<file path="src/rtl/ws281x_pkg.sv">
// ws281x_pkg
// Shared types and widths for the WS281x frame sequencer.
//   - ws281x_state_t : sequencer state encoding
//   - TCNT_W         : width of the per-bit high/period timing counts
//   - LATCH_W        : width of the latch/reset gap count
// Optional feature macro: WS281X_LATCH_EN (adds the LATCH state).
package ws281x_pkg;

    localparam int TCNT_W  = 8;
    localparam int LATCH_W = 16;

`ifdef WS281X_LATCH_EN
    typedef enum logic [2:0] {
        ST_IDLE  = 3'd0,
        ST_FETCH = 3'd1,
        ST_WAIT  = 3'd2,
        ST_SEND  = 3'd3,
        ST_LATCH = 3'd4,
        ST_DONE  = 3'd5
    } ws281x_state_t;
`else
    typedef enum logic [2:0] {
        ST_IDLE  = 3'd0,
        ST_FETCH = 3'd1,
        ST_WAIT  = 3'd2,
        ST_SEND  = 3'd3,
        ST_DONE  = 3'd5
    } ws281x_state_t;
`endif

endpackage : ws281x_pkg

</file>
<file path="src/rtl/ws281x_bit_gen.sv">
// ws281x_bit_gen
// Per-bit waveform timer. A bit_start_in strobe arms the timer for the next
// cycle: the high/period counts for the selected bit value are captured and the
// counter runs 0..period. The line is high while the counter is <= high count,
// so a high count at or above the period produces an all-high bit. A period
// count of 0 is promoted to 1 so every bit lasts at least two cycles.
//
// Ports
//   clk_in, rst_n_in   clock, asynchronous active-low reset
//   bit_start_in       arm a new bit starting next cycle
//   bit_val_in         value of that bit (selects t0*/t1* counts)
//   t0h_cnt_in ...     high cycles-1 / period cycles-1 for '0' and '1' bits
//   bit_out            LED data line
//   last_out           high in the final cycle of the current bit
module ws281x_bit_gen
    import ws281x_pkg::*;
(
    input  logic              clk_in,
    input  logic              rst_n_in,
    input  logic              bit_start_in,
    input  logic              bit_val_in,
    input  logic [TCNT_W-1:0] t0h_cnt_in,
    input  logic [TCNT_W-1:0] t0s_cnt_in,
    input  logic [TCNT_W-1:0] t1h_cnt_in,
    input  logic [TCNT_W-1:0] t1s_cnt_in,
    output logic              bit_out,
    output logic              last_out
);

    logic              active_q;
    logic [TCNT_W-1:0] cnt_q;
    logic [TCNT_W-1:0] th_q;
    logic [TCNT_W-1:0] ts_q;

    logic [TCNT_W-1:0] sel_h;
    logic [TCNT_W-1:0] sel_s;
    logic [TCNT_W-1:0] sel_s_eff;

    assign sel_h     = bit_val_in ? t1h_cnt_in : t0h_cnt_in;
    assign sel_s     = bit_val_in ? t1s_cnt_in : t0s_cnt_in;
    assign sel_s_eff = (sel_s == '0) ? TCNT_W'(1) : sel_s;

    assign last_out = active_q && (cnt_q == ts_q);
    assign bit_out  = active_q && (cnt_q <= th_q);

    // A new start wins over the terminal count so consecutive bits abut.
    always_ff @(posedge clk_in or negedge rst_n_in) begin
        if (!rst_n_in) begin
            active_q <= 1'b0;
            cnt_q    <= '0;
            th_q     <= '0;
            ts_q     <= '0;
        end else if (bit_start_in) begin
            active_q <= 1'b1;
            cnt_q    <= '0;
            th_q     <= sel_h;
            ts_q     <= sel_s_eff;
        end else if (last_out) begin
            active_q <= 1'b0;
        end else if (active_q) begin
            cnt_q <= cnt_q + TCNT_W'(1);
        end
    end

endmodule : ws281x_bit_gen

</file>
<file path="src/rtl/ws281x_ctrl.sv">
// ws281x_ctrl
// Frame sequencer for the WS281x output channel. A start strobe in IDLE reads
// byte_cnt_in bytes from the frame buffer RAM and shifts each out MSB-first
// through ws281x_bit_gen. The next byte is fetched during the last bit of the
// current one so the stream has no gaps. With WS281X_LATCH_EN defined, the
// line is then held low for rst_cnt_in+1 cycles before the done pulse.
//
// Ports
//   clk_in, rst_n_in       clock, asynchronous active-low reset
//   start_in               frame start, only sampled in IDLE
//   byte_cnt_in            frame length in bytes, latched at start
//   t0h/t0s/t1h/t1s_cnt_in bit timing counts (high-1 / period-1)
//   rst_cnt_in             latch gap cycles-1 (WS281X_LATCH_EN only)
//   rd_en_out, rd_addr_out RAM read strobe / address
//   rd_data_in             RAM data, valid the cycle after rd_en_out
//   bit_out                LED data line
//   busy_out               frame in progress
//   done_out               one-cycle frame-complete pulse
//
// state | meaning
// ------+-------------------------------------------------------------
// IDLE  | waiting for start_in
// FETCH | read strobe for byte 0
// WAIT  | byte 0 arrives; arm first bit
// SEND  | shifting bits; prefetch next byte during bit 7
// LATCH | line held low for the latch gap (WS281X_LATCH_EN only)
// DONE  | done_out pulse, back to IDLE
module ws281x_ctrl
    import ws281x_pkg::*;
#(
    parameter int BYTE_CNT_WIDTH = 10
) (
    input  logic                      clk_in,
    input  logic                      rst_n_in,
    input  logic                      start_in,
    input  logic [BYTE_CNT_WIDTH-1:0] byte_cnt_in,
    input  logic [TCNT_W-1:0]         t0h_cnt_in,
    input  logic [TCNT_W-1:0]         t0s_cnt_in,
    input  logic [TCNT_W-1:0]         t1h_cnt_in,
    input  logic [TCNT_W-1:0]         t1s_cnt_in,
`ifdef WS281X_LATCH_EN
    input  logic [LATCH_W-1:0]        rst_cnt_in,
`endif
    output logic                      rd_en_out,
    output logic [BYTE_CNT_WIDTH-1:0] rd_addr_out,
    input  logic [7:0]                rd_data_in,
    output logic                      bit_out,
    output logic                      busy_out,
    output logic                      done_out
);

    ws281x_state_t             state_q;
    logic [BYTE_CNT_WIDTH-1:0] byte_cnt_q;
    logic [BYTE_CNT_WIDTH-1:0] byte_idx_q;
    logic [BYTE_CNT_WIDTH-1:0] byte_nxt_idx;
    logic [2:0]                bit_num_q;
    logic [6:0]                sh_q;
    logic [7:0]                nxt_q;
    logic                      pf_pend_q;
    logic                      first_q;
`ifdef WS281X_LATCH_EN
    logic [LATCH_W-1:0]        latch_cnt_q;
`endif

    logic       more_bytes;
    logic       prefetch;
    logic [7:0] next_byte;
    logic       bit_start;
    logic       bit_val;
    logic       bit_last;

    // byte_idx_q < byte_cnt_q <= 2^W-1, so the increment cannot wrap.
    assign byte_nxt_idx = byte_idx_q + BYTE_CNT_WIDTH'(1);
    assign more_bytes   = byte_nxt_idx < byte_cnt_q;

    // first_q marks the first cycle of each bit; bit_num 7 is the LSB.
    assign prefetch = (state_q == ST_SEND) && first_q && (bit_num_q == 3'd7) && more_bytes;

    assign rd_en_out   = (state_q == ST_FETCH) || prefetch;
    assign rd_addr_out = prefetch ? byte_nxt_idx : '0;

    // With a two-cycle LSB the prefetched data is still on the RAM bus when
    // the bit ends, so bypass the next-byte register in that case.
    assign next_byte = pf_pend_q ? rd_data_in : nxt_q;

    assign busy_out = (state_q != ST_IDLE);
    assign done_out = (state_q == ST_DONE);

    always_comb begin
        bit_start = 1'b0;
        bit_val   = 1'b0;
        if (state_q == ST_WAIT) begin
            bit_start = 1'b1;
            bit_val   = rd_data_in[7];
        end else if ((state_q == ST_SEND) && bit_last) begin
            if (bit_num_q != 3'd7) begin
                bit_start = 1'b1;
                bit_val   = sh_q[6];
            end else if (more_bytes) begin
                bit_start = 1'b1;
                bit_val   = next_byte[7];
            end
        end
    end

    ws281x_bit_gen u_bit_gen (
        .clk_in       (clk_in),
        .rst_n_in     (rst_n_in),
        .bit_start_in (bit_start),
        .bit_val_in   (bit_val),
        .t0h_cnt_in   (t0h_cnt_in),
        .t0s_cnt_in   (t0s_cnt_in),
        .t1h_cnt_in   (t1h_cnt_in),
        .t1s_cnt_in   (t1s_cnt_in),
        .bit_out      (bit_out),
        .last_out     (bit_last)
    );

    always_ff @(posedge clk_in or negedge rst_n_in) begin
        if (!rst_n_in) begin
            state_q     <= ST_IDLE;
            byte_cnt_q  <= '0;
            byte_idx_q  <= '0;
            bit_num_q   <= '0;
            sh_q        <= '0;
            nxt_q       <= '0;
            pf_pend_q   <= 1'b0;
            first_q     <= 1'b0;
`ifdef WS281X_LATCH_EN
            latch_cnt_q <= '0;
`endif
        end else begin
            first_q   <= bit_start;
            pf_pend_q <= prefetch;
            if (pf_pend_q) begin
                nxt_q <= rd_data_in;
            end

            case (state_q)
                ST_IDLE: begin
                    if (start_in) begin
                        byte_cnt_q <= byte_cnt_in;
                        byte_idx_q <= '0;
                        if (byte_cnt_in != '0) begin
                            state_q <= ST_FETCH;
                        end else begin
`ifdef WS281X_LATCH_EN
                            latch_cnt_q <= rst_cnt_in;
                            state_q     <= ST_LATCH;
`else
                            state_q     <= ST_DONE;
`endif
                        end
                    end
                end

                ST_FETCH: begin
                    state_q <= ST_WAIT;
                end

                ST_WAIT: begin
                    sh_q      <= rd_data_in[6:0];
                    bit_num_q <= '0;
                    state_q   <= ST_SEND;
                end

                ST_SEND: begin
                    if (bit_last) begin
                        if (bit_num_q != 3'd7) begin
                            sh_q      <= {sh_q[5:0], 1'b0};
                            bit_num_q <= bit_num_q + 3'd1;
                        end else if (more_bytes) begin
                            sh_q       <= next_byte[6:0];
                            bit_num_q  <= '0;
                            byte_idx_q <= byte_nxt_idx;
                        end else begin
`ifdef WS281X_LATCH_EN
                            latch_cnt_q <= rst_cnt_in;
                            state_q     <= ST_LATCH;
`else
                            state_q     <= ST_DONE;
`endif
                        end
                    end
                end

`ifdef WS281X_LATCH_EN
                ST_LATCH: begin
                    if (latch_cnt_q == '0) begin
                        state_q <= ST_DONE;
                    end else begin
                        latch_cnt_q <= latch_cnt_q - LATCH_W'(1);
                    end
                end
`endif

                ST_DONE: begin
                    state_q <= ST_IDLE;
                end

                default: begin
                    state_q <= ST_IDLE;
                end
            endcase
        end
    end

endmodule : ws281x_ctrl

</file>
<file path="config.mk">
export PLATFORM = sky130hd
export DESIGN_NAME = ws281x_ctrl
export DESIGN_NICKNAME = d
export VERILOG_FILES = /design/src/rtl/ws281x_pkg.sv /design/src/rtl/ws281x_bit_gen.sv /design/src/rtl/ws281x_ctrl.sv
export SDC_FILE = /design/constraint.sdc
export NUM_CORES = 1
export LEC_CHECK = 0
export ABC_AREA = 1
export BUFFER_PORTS_ARGS = -buffer_cell sky130_fd_sc_hd__buf_2
export CAP_MARGIN = 20
export CORE_MARGIN = 1
export CORE_UTILIZATION = 50
export CTS_CLUSTER_DIAMETER = 80
export DETAILED_ROUTE_END_ITERATION = 16
export PLACE_DENSITY = 0.75
export SLEW_MARGIN = 10
export SYNTH_ARGS = -nofsm -noshare
export SYNTH_HDL_FRONTEND = slang
export SYNTH_SLANG_ARGS = --single-unit
</file>
<file path="constraint.sdc">
create_clock -name clk_in -period 2.7 [get_ports clk_in]
set_clock_uncertainty 0.15 [all_clocks]
set_input_delay 0.27 -clock clk_in [delete_from_list [all_inputs] [get_ports clk_in]]
set_output_delay 0.27 -clock clk_in [all_outputs]
set_load 0.01 [all_outputs]
</file>
# Word-level counts from Yosys, hierarchy flattened
# Index checks and enable logic that the tools add are counted.
# op_classes
reduce_logical	20
n_eq_ne	14
order_cmp	2
n_mux	37
add_sub_neg	3
# ops
cell	n
2-to-1 mux 8 bit	7
2-to-1 mux 10 bit	5
2-to-1 mux 3 bit	8
2-to-1 mux 7 bit	3
one-hot mux 10 bit (2 select lines)	1
one-hot mux 7 bit (2 select lines)	1
inequality test 2 bit (second input constant)	6
one-hot mux 3 bit (4 select lines)	1
adder 10 x 1 -> 10 bit (second input constant)	1
less-than comparator 10 bit	1
2-to-1 mux 1 bit	10
nonzero test 10 bit	1
adder 8 x 1 -> 8 bit (second input constant)	1
equality test 8 bit	1
less-or-equal comparator 8 bit	1
zero test 8 bit	1
nonzero test 2 bit	4
equality test 3 x 2 -> 1 bit (second input constant)	2
equality test 3 bit (second input constant)	2
logical AND 1 bit	6
one-hot mux 3 bit (2 select lines)	1
AND reduction 5 bit	1
AND reduction 2 bit	2
AND reduction 4 bit	1
other kinds (8)	8
# totals
elab_cells	88
output_inout_bits	14
input_bits	53
regBits	68

# Logic depth before layout (Yosys ltp)
# Gate-level depths: netlist of the first run.
# depth
word_depth	9
ltp_mapped	22

# By module
# A second synthesis of the first run with hierarchy kept.
# hier_totals
cells_unflattened	548
area_unflattened_um2	4174.0
# modules_own_cells
module	instances	area_each_um2	cells_each
ws281x_ctrl	1	2502.4	327
ws281x_bit_gen	1	1671.6	221

# Worst setup path before layout of the first run
# Ideal clock, no wire load.
# synth_timing
kind	reg2reg
from	register byte_idx_q[0]
to	register u_bit_gen.ts_q[0]
arrival_time_ns	2.644
stages_incl_launch_ff	23
setup_slack_ns	-0.167
n_path_buf	1
setup_ns	0.073
path_cell_list	dfrtp_1 ha_1 nand2_1 inv_1 nand3_1 nor2_1 nand2_1 xor2_1 inv_1 ha_1 nand2_1 nor2_1 nand3_1 nand4_1 nand2_1 nand2_4 nand2_8 buf_4 nand2_1 nand2_1 nor2_1 nand2_1 a21oi_2
# synth_between
elab_chain_cells	9
word_cells_on_any_way	13
classes_between	1 x add/sub; 1 x order compare; 10 x mux; 1 x reduce/logical
# synth_lines
element	line	text
from (decl)	ws281x_ctrl.sv:54	logic [BYTE_CNT_WIDTH-1:0] byte_idx_q;
from (signal assigned)	ws281x_ctrl.sv:175	byte_idx_q <= byte_nxt_idx;
adder 10 x 1 -> 10 bit (*)	ws281x_ctrl.sv:73	assign byte_nxt_idx = byte_idx_q + BYTE_CNT_WIDTH'(1);
less-than comparator 10 bit (*)	ws281x_ctrl.sv:74	assign more_bytes = byte_nxt_idx < byte_cnt_q;
2-to-1 mux 1 bit	ws281x_ctrl.sv:99	end else if (more_bytes) begin
2-to-1 mux 1 bit	ws281x_ctrl.sv:96	if (bit_num_q != 3'd7) begin
2-to-1 mux 1 bit	ws281x_ctrl.sv:95	end else if ((state_q == ST_SEND) && bit_last) begin
2-to-1 mux 1 bit	ws281x_ctrl.sv:92	if (state_q == ST_WAIT) begin
2-to-1 mux 8 bit	ws281x_bit_gen.sv:40	assign sel_s = bit_val_in ? t1s_cnt_in : t0s_cnt_in;
zero test 8 bit	ws281x_bit_gen.sv:41	assign sel_s_eff = (sel_s == '0) ? TCNT_W'(1) : sel_s;
2-to-1 mux 8 bit	ws281x_bit_gen.sv:41	
to (signal assigned)	ws281x_bit_gen.sv:57	ts_q <= sel_s_eff;
to (decl)	ws281x_bit_gen.sv:33	logic [TCNT_W-1:0] ts_q;
# Every way passes the cells marked *; elsewhere a longest branch is shown, timed or not.
# A chain may end at the register's enable or synchronous reset.

# Worst setup path after layout of the first run
# layout_timing
from	register byte_idx_q[1]
to	output rd_addr_out[2]
# layout_between
elab_chain_cells	4
# layout_lines
element	line	text
adder 10 x 1 -> 10 bit (*)	ws281x_ctrl.sv:73	
less-than comparator 10 bit	ws281x_ctrl.sv:74	
logical AND 1 bit	ws281x_ctrl.sv:77	assign prefetch = (state_q == ST_SEND) && first_q && (bit_num_q == 3'd7) && more_bytes;
2-to-1 mux 10 bit (*)	ws281x_ctrl.sv:80	assign rd_addr_out = prefetch ? byte_nxt_idx : '0;
to (decl)	ws281x_ctrl.sv:45	output logic [BYTE_CNT_WIDTH-1:0] rd_addr_out,
# Marked as above.

==> results of run 1 <==
==> timing repair <==
action                     CTS  global route
setup buffers                9            17
cloned                       1             7
setup endpoints to repair   54            59
resized for setup           34            63
hold buffers                 1             0
pin swaps                   10            24
hold endpoints to repair    68             0
==> state kept, by name (all words and copies together), names as in the netlist <==
signal and flops:
first_q 1, u_bit_gen.th_q 8, bit_num_q 3, sh_q 7
u_bit_gen.cnt_q 8, u_bit_gen.ts_q 8, u_bit_gen.active_q 1, nxt_q 8
pf_pend_q 1, byte_idx_q 10, state_q 3, byte_cnt_q 10
==> power breakdown <==
part | leakage [uW] | switching (uW) | total (uW) | internal (uW)
Clock | 0.000100 | 407 | 858 | 452
Combinational | 0.00214 | 623 | 1170 | 548
Sequential | 0.000739 | 233 | 1500 | 1260
Total | 0.00298 | 1260 | 3530 | 2260
==> worst max-delay path, cell delays in order, from the launching register on <==
cell and delay, ns:
dfrtp_1 0.39, ha_2 0.20, nand2_2 0.06, inv_2 0.07
nand3_2 0.08, nor2_1 0.19, nand2_1 0.14, xor2_2 0.24
inv_2 0.07, ha_4 0.22, nand2_4 0.07, inv_2 0.05
a21oi_2 0.20, nand3_2 0.14, inv_2 0.10, nand3_4 0.11
buf_16 0.18, nor2_4 0.10, buf_6 0.11
==> synthesized netlist by cell type, drive strengths merged, types with 2 or more instances <==
library cell  number
o22ai              8
ha                21
xor2               5
buf                8
xnor2              5
o21ai             26
nand4              3
a21oi             25
clkbuf             2
nor3               7
dfrtp             68
a41oi              2
nor4               4
a22oi              4
nand2            142
nor2              58
inv               82
a31oi             11
and3               2
nand3b             6
nand3             12
o21a               2
==> layer usage <==
metal  wire [um]  up-vias  GRT usage
li1            -     1901          -
met1        4750     1901      0.338
met2        5960      152      0.438
met3         600       30     0.0402
met4         301        0      0.103
met5           0        -          0
==> cell type report <==
cell class | instances | area [um^2]
multi-input cells | 348 | 2260
well taps | 102 | 128
inverters | 82 | 325
fillers | 504 | 1930
flip-flops and latches | 68 | 1700
repair buffers | 134 | 1150
clock buffers | 12 | 145
clock inverters | 4 | 48.8
==> cell usage in the layout, fill, tap and decap left out, types with 4 or more instances in the layout <==
master,n
o21ai_0,11
nand2_4,6
nor2_1,41
clkbuf_8,10
ha_1,18
nand3_1,6
nand2_2,16
a22oi_1,4
inv_2,9
buf_12,7
xnor2_1,5
nand2_1,119
a21oi_1,21
o21ai_1,9
buf_4,44
inv_1,70
nand3_2,5
nor2_4,13
nor3_2,4
buf_2,55
dfrtp_1,68
o21ai_2,6
a31oi_1,10
nand3b_1,6
buf_6,20
o22ai_1,5
clkbuf_16,5
==> stage by stage <==
| stage | total power [uW] | setup TNS (ns) | setup WS, ns | utilization | area (um^2) |
|---|---|---|---|---|---|
| 4_1_cts | 3360 | -17.25 | -0.445 | 0.682 | 5240 |
| 5_1_grt | 3760 | -43.97 | -0.941 | 0.749 | 5760 |
| 2_1_floorplan | 2160 | -1.09 | -0.0746 | - | 4100 |
| 3_5_place_dp | 2460 | -6.17 | -0.218 | 0.623 | 4790 |
| 6_report | 3530 | -35.57 | -0.820 | 0.749 | 5760 |
| 3_3_place_gp | 2390 | -2.23 | -0.121 | 0.623 | 4790 |
==> worst max-delay path by stage <==
stage                       start           endpoint  slack [ns]  depth (start not counted)
global route        byte_idx_q[1]     rd_addr_out[2]       -0.94                         18
floorplan           byte_idx_q[0]  u_bit_gen.ts_q[0]       -0.07                         22
finish              byte_idx_q[1]     rd_addr_out[2]       -0.82                         18
CTS                 byte_idx_q[1]     rd_addr_out[0]       -0.44                         18
detailed placement  byte_idx_q[1]     rd_addr_out[9]       -0.22                         18
global placement    byte_idx_q[1]  u_bit_gen.ts_q[0]       -0.12                         20
==> cells by family (layout without fill, tap and decap cells) <==
logic type | count (synthesis) | in the layout | synth area share
flops | 68 | 68 | 0.429
xor+xnor | 10 | 10 | 0.0221
mux | 1 | 1 | 0.00284
compound gates | 79 | 79 | 0.114
simple gates | 236 | 237 | 0.269
fa+ha+maj | 21 | 21 | 0.0662
buf+inv | 92 | 232 | 0.0965
==> flow_metrics.env, run 1 <==
export IMPL_fin_crit_sh=1.30
export IMPL_max_freq_ghz=0.284
export IMPL_cp_required_ns=2.28
export IMPL_synth_largest_area_cell="dfrtp_1"
export IMPL_synth_seq_cells=68
export IMPL_layout_setup_ws_ns=-0.820
export IMPL_grt_max_degree=44
export IMPL_whs_endpoint="u_bit_gen.th_q[3]"
export IMPL_clock_latency_ns=0.35
export IMPL_yosysTopAreaCellShare=0.429
export IMPL_ir_drop_mv=0.426
export IMPL_grt_ovfl_total=0
export IMPL_ys_types=38
export IMPL_period_needed_ns=3.52
export IMPL_drc=0
export IMPL_core_area_um2=7690
export IMPL_antenna_found_initial=0
export IMPL_grt_first_pass_wirelength_um=17000
export IMPL_die_area_um2=8290
export IMPL_rr_endpoint="u_bit_gen.th_q[5]"
export IMPL_min_path_type="input port to register"
export IMPL_syn_to_final_growth_pct=45.2
export IMPL_grt_pass1_vias=3733
export IMPL_synthFlopType="dfrtp_1"
export IMPL_via_count=3984
export IMPL_syn_avg_cell_area_um2=7.82
export IMPL_numCtsBuffers=9
export IMPL_violations="setup timing"
export IMPL_clk_pin_slew_ns=0.08
export IMPL_drv_cap=0
export IMPL_ant_nets=0
export IMPL_cp_arrival_ns=3.10
export IMPL_fp_dieW_um=91.1
export IMPL_path_max_fanout=6
export IMPL_yosysWarningCount=0
export IMPL_stdcell_count=750
export IMPL_criticalPathCategory="register to output port"
export IMPL_drtPass1Iterations=4
export IMPL_cts_max_level=3
export IMPL_reg2reg_slack_ns=-0.72
export IMPL_drt_iter0_drc=196
export IMPL_wl_per_cell_um=15.5
export IMPL_finalMaxSlewViolations=0
export IMPL_hold_path_depth=3
export IMPL_clockBufferDepth=2
export IMPL_dp_cells=701
export IMPL_synth_cells=507
export IMPL_start_kind="register"
export IMPL_power_density_nw_per_um2=612
export IMPL_track_usage=0.261
export IMPL_synthArstFlopShare=1.00
export IMPL_grt_setup_unrepaired="true"
export IMPL_max_slew_margin=0.627
export IMPL_hold_viol=0
export IMPL_row_count=32
export IMPL_cts_tree="yes"
export IMPL_viasPerCell=5.31
export IMPL_dieHeight_um=91.1
export IMPL_reg2reg_depth=22
export IMPL_antenna_diode_count=0
export IMPL_timing_rr_start="byte_idx_q[1]"
export IMPL_hpwlAfterDp_um=7150
export IMPL_p_leak_uw=0.00298
export IMPL_routed_wl_um=11600
export IMPL_root_buffer="clkbuf_8"
export IMPL_port_buffers=66
export IMPL_tightest_slew_ns=0.559
export IMPL_min_delay_start="t0h_cnt_in[3]"
export IMPL_initial_core_util=0.516
export IMPL_synth_edf_count=0
export IMPL_synth_area_leaders="dfrtp_1, nand2_1, inv_1"
export IMPL_netlist_area_um2=3970
export IMPL_cts_num_sinks=68
export IMPL_place_gp_congestion=0.824
export IMPL_hold_slack_ns=0.00867
export IMPL_setup_viol=60
export IMPL_status="complete, but fails checks"
export IMPL_fin_nets=717
export IMPL_ys_seq_area_frac=0.429
export IMPL_syn_num_nets=581
export IMPL_boundaryPins=67
export IMPL_end_kind="output port"
export IMPL_drive_above_1_share=0.366
Power figures use the tool's default switching activity.
==> run 2, diff against run 1 <==
CORE_UTILIZATION = 57   (was 50)
HOLD_SLACK_MARGIN = 0.12   (was not set)
PLACE_DENSITY = 0.81   (was 0.75)
clock period = 3.64 ns   (was 2.7 ns; I/O delays follow)
==> run 2 against run 1 <==
Against the previous run:
- first-iteration DRC count grew 14%
- cell count decreased by 9.6%
- global-route usage is 0.30 points higher
- largest cell class unchanged
- combinational power fell by 38%
- power is 29% lower
- register-to-register slack gained 1.2 ns
- the run now ends clean
==> flow_metrics.env, run 2 (synthesis gave the netlist of run 1 again) <==
export IMPL_die_area_um2=7300
export IMPL_max_freq_ghz=0.287
export IMPL_switching_share=0.340
export IMPL_crit_slowest_cell="dfrtp_1"
export IMPL_drive_above_1_share=0.197
export IMPL_drt_iter0_drc=224
export IMPL_regArea_um2=1700
export IMPL_dp_cells=648
export IMPL_numCtsBuffers=9
export IMPL_fin_nets=667
export IMPL_antenna_found_initial=0
export IMPL_setup_viol=0
export IMPL_final_common_cell="nand2_1"
export IMPL_grt_first_pass_wirelength_um=15100
export IMPL_boundaryPins=67
export IMPL_p_leak_uw=0.00262
export IMPL_root_buffer="clkbuf_8"
export IMPL_track_usage=0.264
export IMPL_grt_pass1_vias=3449
export IMPL_drc=0
export IMPL_core_area_um2=6760
export IMPL_path_max_fanout=6
export IMPL_min_path_type="input port to register"
export IMPL_clk_pin_slew_ns=0.08
export IMPL_clock_latency_ns=0.35
export IMPL_cp_arrival_ns=2.97
export IMPL_end_kind="output port"
export IMPL_power_clock_fraction=0.276
export IMPL_final_cell_mix="nand2_1, inv_1, dfrtp_1"
export IMPL_clockBufferDepth=2
export IMPL_stdcell_count=678
export IMPL_drtPass1Iterations=5
export IMPL_port_buffers=66
export IMPL_dieHeight_um=85.4
export IMPL_grt_ovfl_total=0
export IMPL_cts_tree="yes"
export IMPL_crit_top_cell="inv_1"
export IMPL_routed_wl_um=9150
export IMPL_syn_to_final_growth_pct=19.6
export IMPL_slowest_delay_ns=0.38
export IMPL_max_slew_margin=0.643
export IMPL_cts_max_level=3
export IMPL_intPower_uw=1660
export IMPL_multi_input_area_um2=1920
export IMPL_fin_crit_sh=0.958
export IMPL_grt_max_degree=38
export IMPL_power_density_nw_per_um2=531
export IMPL_tightest_slew_ns=0.534
export IMPL_power_frac_comb=0.287
export IMPL_drv_cap=0
export IMPL_initial_core_util=0.587
export IMPL_viasPerCell=5.38
export IMPL_hold_viol=0
export IMPL_period_needed_ns=3.49
export IMPL_fp_dieW_um=85.4
export IMPL_finalMaxSlewViolations=0
export IMPL_finalPower_uw=2520
export IMPL_ant_nets=0
export IMPL_critical_path_cell_chain="inv_1, nor4_1, nand3_1, xor2_1, inv_1, ha_1, nand2_1, inv_1, a21oi_1, nand3_1, inv_2, nand3_4, nor2_1, buf_2"
export IMPL_wl_per_cell_um=13.5
export IMPL_via_count=3647
export IMPL_status="complete, no violations"
export IMPL_antenna_diode_count=0
export IMPL_fin_setup_tns_ns=0
export IMPL_ir_drop_mv=0.324
export IMPL_biggestRegsByFlops="byte_cnt_q x10, byte_idx_q x10"
export IMPL_seq_power_share=0.436
export IMPL_cp_required_ns=3.13
export IMPL_cts_num_sinks=68
export IMPL_row_count=30
export IMPL_p_sw_uw=856
export IMPL_start_kind="register"
export IMPL_criticalPathCategory="register to output port"
export IMPL_n_fill_cell=533
export IMPL_hpwlAfterDp_um=6550
export IMPL_place_gp_congestion=0.879
==> run 2: layout make-up <==
cell class | instances | share of cell area
Sequential cell | 68 | 0.359
Clock buffer | 11 | 0.0298
Inverter | 82 | 0.0665
Tap cell | 80 | 0.0211
Clock inverter | 5 | 0.0158
Multi-Input combinational cell | 348 | 0.405
Timing Repair Buffer | 84 | 0.103
==> run 2: what timing repair did <==
| action | CTS | global route |
|---|---|---|
| pin swaps | 0 | 1 |
| resized for setup | 2 | 4 |
| endpoints found under the hold margin | 30 | 0 |
| setup endpoints to repair | 11 | 11 |
| hold buffers | 10 | 0 |
| gates cloned | 0 | 1 |
| buffers inserted | 0 | 3 |
==> run 2: layer usage <==
metal	global-route usage	part of all wire	wire length, um	vias to the layer above
li1	-	-	-	1792
met1	0.324	0.43	3910	1679
met2	0.463	0.50	4550	153
met3	0.0447	0.056	511	23
met4	0.103	0.020	184	0
met5	0	0	0	-
==> run 2: worst paths after layout <==
check / from / endpoint / slack, ns / depth (start not counted)
max: byte_idx_q[7] / rd_addr_out[5] / 0.15 / 14
min: t1h_cnt_in[4] / u_bit_gen.th_q[4] / 0.13 / 3
max reg2reg: byte_idx_q[7] / u_bit_gen.ts_q[0] / 0.45 / 16
min reg2reg: nxt_q[1] / nxt_q[1] / 0.32 / 2
max in group asynchronous: rst_n_in / u_bit_gen.ts_q[5] / 2.24 / 3
min in group asynchronous: rst_n_in / byte_cnt_q[4] / 0.38 / 2
==> run 2: stage by stage <==
stage          hold WS [ns]  area [um^2]   util  setup slack [ns]
3_5_place_dp          0.216         4370  0.646             0.211
4_1_cts               0.122         4690  0.694            0.0227
3_3_place_gp          0.212         4370  0.646             0.353
5_1_grt               0.130         4740  0.702            -0.120
6_report              0.125         4740  0.702             0.154
2_1_floorplan       -0.0816         3970      -             0.691
==> run 2: power groups by stage <==
stage | sequential [uW] | clock, uW | combinational (uW)
floorplan | 1050 | 0 | 532
global placement | 1090 | 0 | 653
detailed placement | 1100 | 0 | 700
CTS | 1090 | 704 | 725
global route | 1120 | 733 | 848
finish | 1100 | 696 | 723
==> run 2: worst max-delay path: cells and delay by family (launching register included) <==
kind | cells | cell delay [ns]
simple gates | 6 | 0.98
buf+inv | 5 | 0.50
flops | 1 | 0.38
fa+ha+maj | 1 | 0.30
xor+xnor | 1 | 0.27
compound gates | 1 | 0.17
==> run 3, diff against run 2 <==
CORE_ASPECT_RATIO = 0.7   (was not set)
==> run 3 against run 2 <==
Against the previous run:
- die area about the same
- design area up 1.9%
- sequential power about the same
- critical path depth up 4
- sequential share of layout area down 0.66 points
- critical path type unchanged
==> flow_metrics.env, run 3 (synthesis gave the netlist of run 1 again) <==
export IMPL_antenna_found_initial=0
export IMPL_grt_pass1_vias=3433
export IMPL_whs_endpoint="u_bit_gen.th_q[6]"
export IMPL_max_freq_ghz=0.285
export IMPL_place_area_um2=4390
export IMPL_clockBufferDepth=2
export IMPL_path_depth=18
export IMPL_drive_above_1_share=0.203
export IMPL_cts_num_sinks=68
export IMPL_design_area_um2=4830
export IMPL_critPathTopFamily="simple AND/OR/NAND/NOR gates"
export IMPL_p_leak_uw=0.00267
export IMPL_via_count=3680
export IMPL_clock_latency_ns=0.34
export IMPL_syn_to_final_growth_pct=21.9
export IMPL_grt_first_pass_wirelength_um=15900
export IMPL_crit_top_cell="inv_1"
export IMPL_hold_slack_ns=0.126
export IMPL_dieHeight_um=71.8
export IMPL_viasPerCell=5.26
export IMPL_pre_cts_ws_ns=0.205
export IMPL_n_fill_cell=530
export IMPL_power_density_nw_per_um2=522
export IMPL_drtPass1Iterations=5
export IMPL_ant_nets=0
export IMPL_crit_slowest_cell="dfrtp_2"
export IMPL_setup_viol=0
export IMPL_status="complete, no violations"
export IMPL_final_cell_mix="nand2_1, inv_1, dfrtp_1"
export IMPL_max_slew_margin=0.600
export IMPL_numCtsBuffers=9
export IMPL_drv_cap=0
export IMPL_cp_required_ns=3.13
export IMPL_row_count=25
export IMPL_hold_viol=0
export IMPL_hpwlAfterDp_um=6880
export IMPL_reg2reg_depth=19
export IMPL_timing_rr_start="byte_idx_q[0]"
export IMPL_min_delay_start="t1h_cnt_in[6]"
export IMPL_boundaryPins=67
export IMPL_track_usage=0.286
export IMPL_stdcell_count=700
export IMPL_fin_setup_tns_ns=0
export IMPL_antenna_diode_count=0
export IMPL_finalMaxSlewViolations=0
export IMPL_root_buffer="clkbuf_8"
export IMPL_fp_dieW_um=102
export IMPL_fin_crit_sh=0.963
export IMPL_slowest_delay_ns=0.40
export IMPL_period_needed_ns=3.51
export IMPL_die_area_um2=7300
export IMPL_rr_endpoint="u_bit_gen.th_q[4]"
export IMPL_clk_pin_slew_ns=0.07
export IMPL_ir_drop_mv=0.269
export IMPL_drt_iter0_drc=250
export IMPL_port_buffers=66
export IMPL_cp_arrival_ns=2.99
export IMPL_wl_per_cell_um=13.6
export IMPL_grt_max_degree=29
export IMPL_fin_nets=675
export IMPL_min_path_type="input port to register"
export IMPL_dp_cells=663
export IMPL_tightest_slew_ns=0.601
export IMPL_drc=0
export IMPL_end_kind="output port"
export IMPL_critical_path_cell_chain="ha_1, nand2_1, inv_1, nand3_1, nor2_1, nand2_1, xor2_2, inv_1, ha_1, nand2_2, inv_1, a21oi_2, nand3_2, inv_1, nand3_1, buf_6, nor2_1, buf_2"
export IMPL_core_area_um2=6730
export IMPL_cts_max_level=3
export IMPL_grt_ovfl_total=0
export IMPL_biggestRegsByFlops="byte_cnt_q x10, byte_idx_q x10"
export IMPL_path_max_fanout=12
export IMPL_routed_wl_um=9540
export IMPL_place_gp_congestion=0.846
export IMPL_path_buf_inv=6
export IMPL_hold_path_depth=3
export IMPL_cts_tree="yes"
export IMPL_start_kind="register"
export IMPL_final_common_cell="nand2_1"
export IMPL_reg2reg_slack_ns=0.26
export IMPL_layout_setup_ws_ns=0.134
export IMPL_initial_core_util=0.590
export IMPL_criticalPathCategory="register to output port"
[run 3: cell types whose count changed in the layout (fill, tap and decap cells not counted), moves of 2 or more]
cell,previous run,this run
nor2_2,0,2
nand3_4,2,0
clkinv_2,3,1
buf_4,8,11
nor2_1,54,52
dlygate4sd3_1,10,15
[run 3: per-layer routing]
| layer | vias to the layer above | track usage | part of all wire |
|---|---|---|---|
| met5 | - | 0 | 0 |
| met4 | 0 | 0.0853 | 0.017 |
| met3 | 17 | 0.0712 | 0.067 |
| met2 | 145 | 0.408 | 0.43 |
| met1 | 1712 | 0.430 | 0.48 |
| li1 | 1806 | - | - |
[run 3: worst register-to-register path, cell delays in order, from the launching register on]
cell     delay (ns)
dfrtp_2        0.40
ha_1           0.18
nand2_1        0.08
inv_1          0.09
nand3_1        0.10
nor2_1         0.10
nand2_1        0.09
xor2_2         0.23
inv_1          0.09
ha_1           0.30
nand2_2        0.08
inv_1          0.05
a21oi_2        0.16
nand3_2        0.10
a21oi_2        0.17
nand2_4        0.19
inv_4          0.28
buf_4          0.23
nor2_1         0.05
a31oi_1        0.16
[run 3: through the flow]
stage / utilization / power [uW]
after floorplan: - / 1590
after global placement: 0.653 / 1760
after detailed placement: 0.653 / 1810
after CTS: 0.709 / 2520
after global routing: 0.719 / 2700
final: 0.719 / 2520
[run 3: final cells by class]
type	count	area (um^2)	share of cell area
inverters	82	315	0.0652
flip-flops and latches	68	1700	0.352
multi-input cells	347	1910	0.394
well taps	94	118	0.0243
clock buffers	12	145	0.0300
repair buffers	93	574	0.119
clock inverters	4	72.6	0.0150
[run 3: how the worst max path moves through the flow]
| stage | slack, ns | to | from |
|---|---|---|---|
| final | 0.13 | rd_addr_out[7] | byte_idx_q[0] |
| after global routing | -0.01 | rd_addr_out[7] | byte_idx_q[7] |
| after CTS | 0.06 | rd_addr_out[9] | byte_idx_q[0] |
| after detailed placement | 0.20 | u_bit_gen.th_q[4] | byte_idx_q[0] |
| after global placement | 0.42 | u_bit_gen.th_q[4] | byte_idx_q[0] |
| after floorplan | 0.69 | rd_en_out | byte_idx_q[0] |
[run 3: timing repair]
item / 4_1_cts / 5_1_grt
endpoints found under the hold margin: 38 / 0
hold buffers: 15 / 0
gates resized for setup: 1 / 7
pin swaps: 0 / 1
setup endpoints to repair: 1 / 18
buffers inserted: 0 / 6
[run 3: power breakdown]
| part | total [uW] | switching, uW | internal, uW | leakage, uW |
|---|---|---|---|---|
| clock network | 688 | 284 | 404 | 0.000107 |
| logic | 740 | 413 | 327 | 0.00182 |
| registers | 1090 | 157 | 937 | 0.000738 |
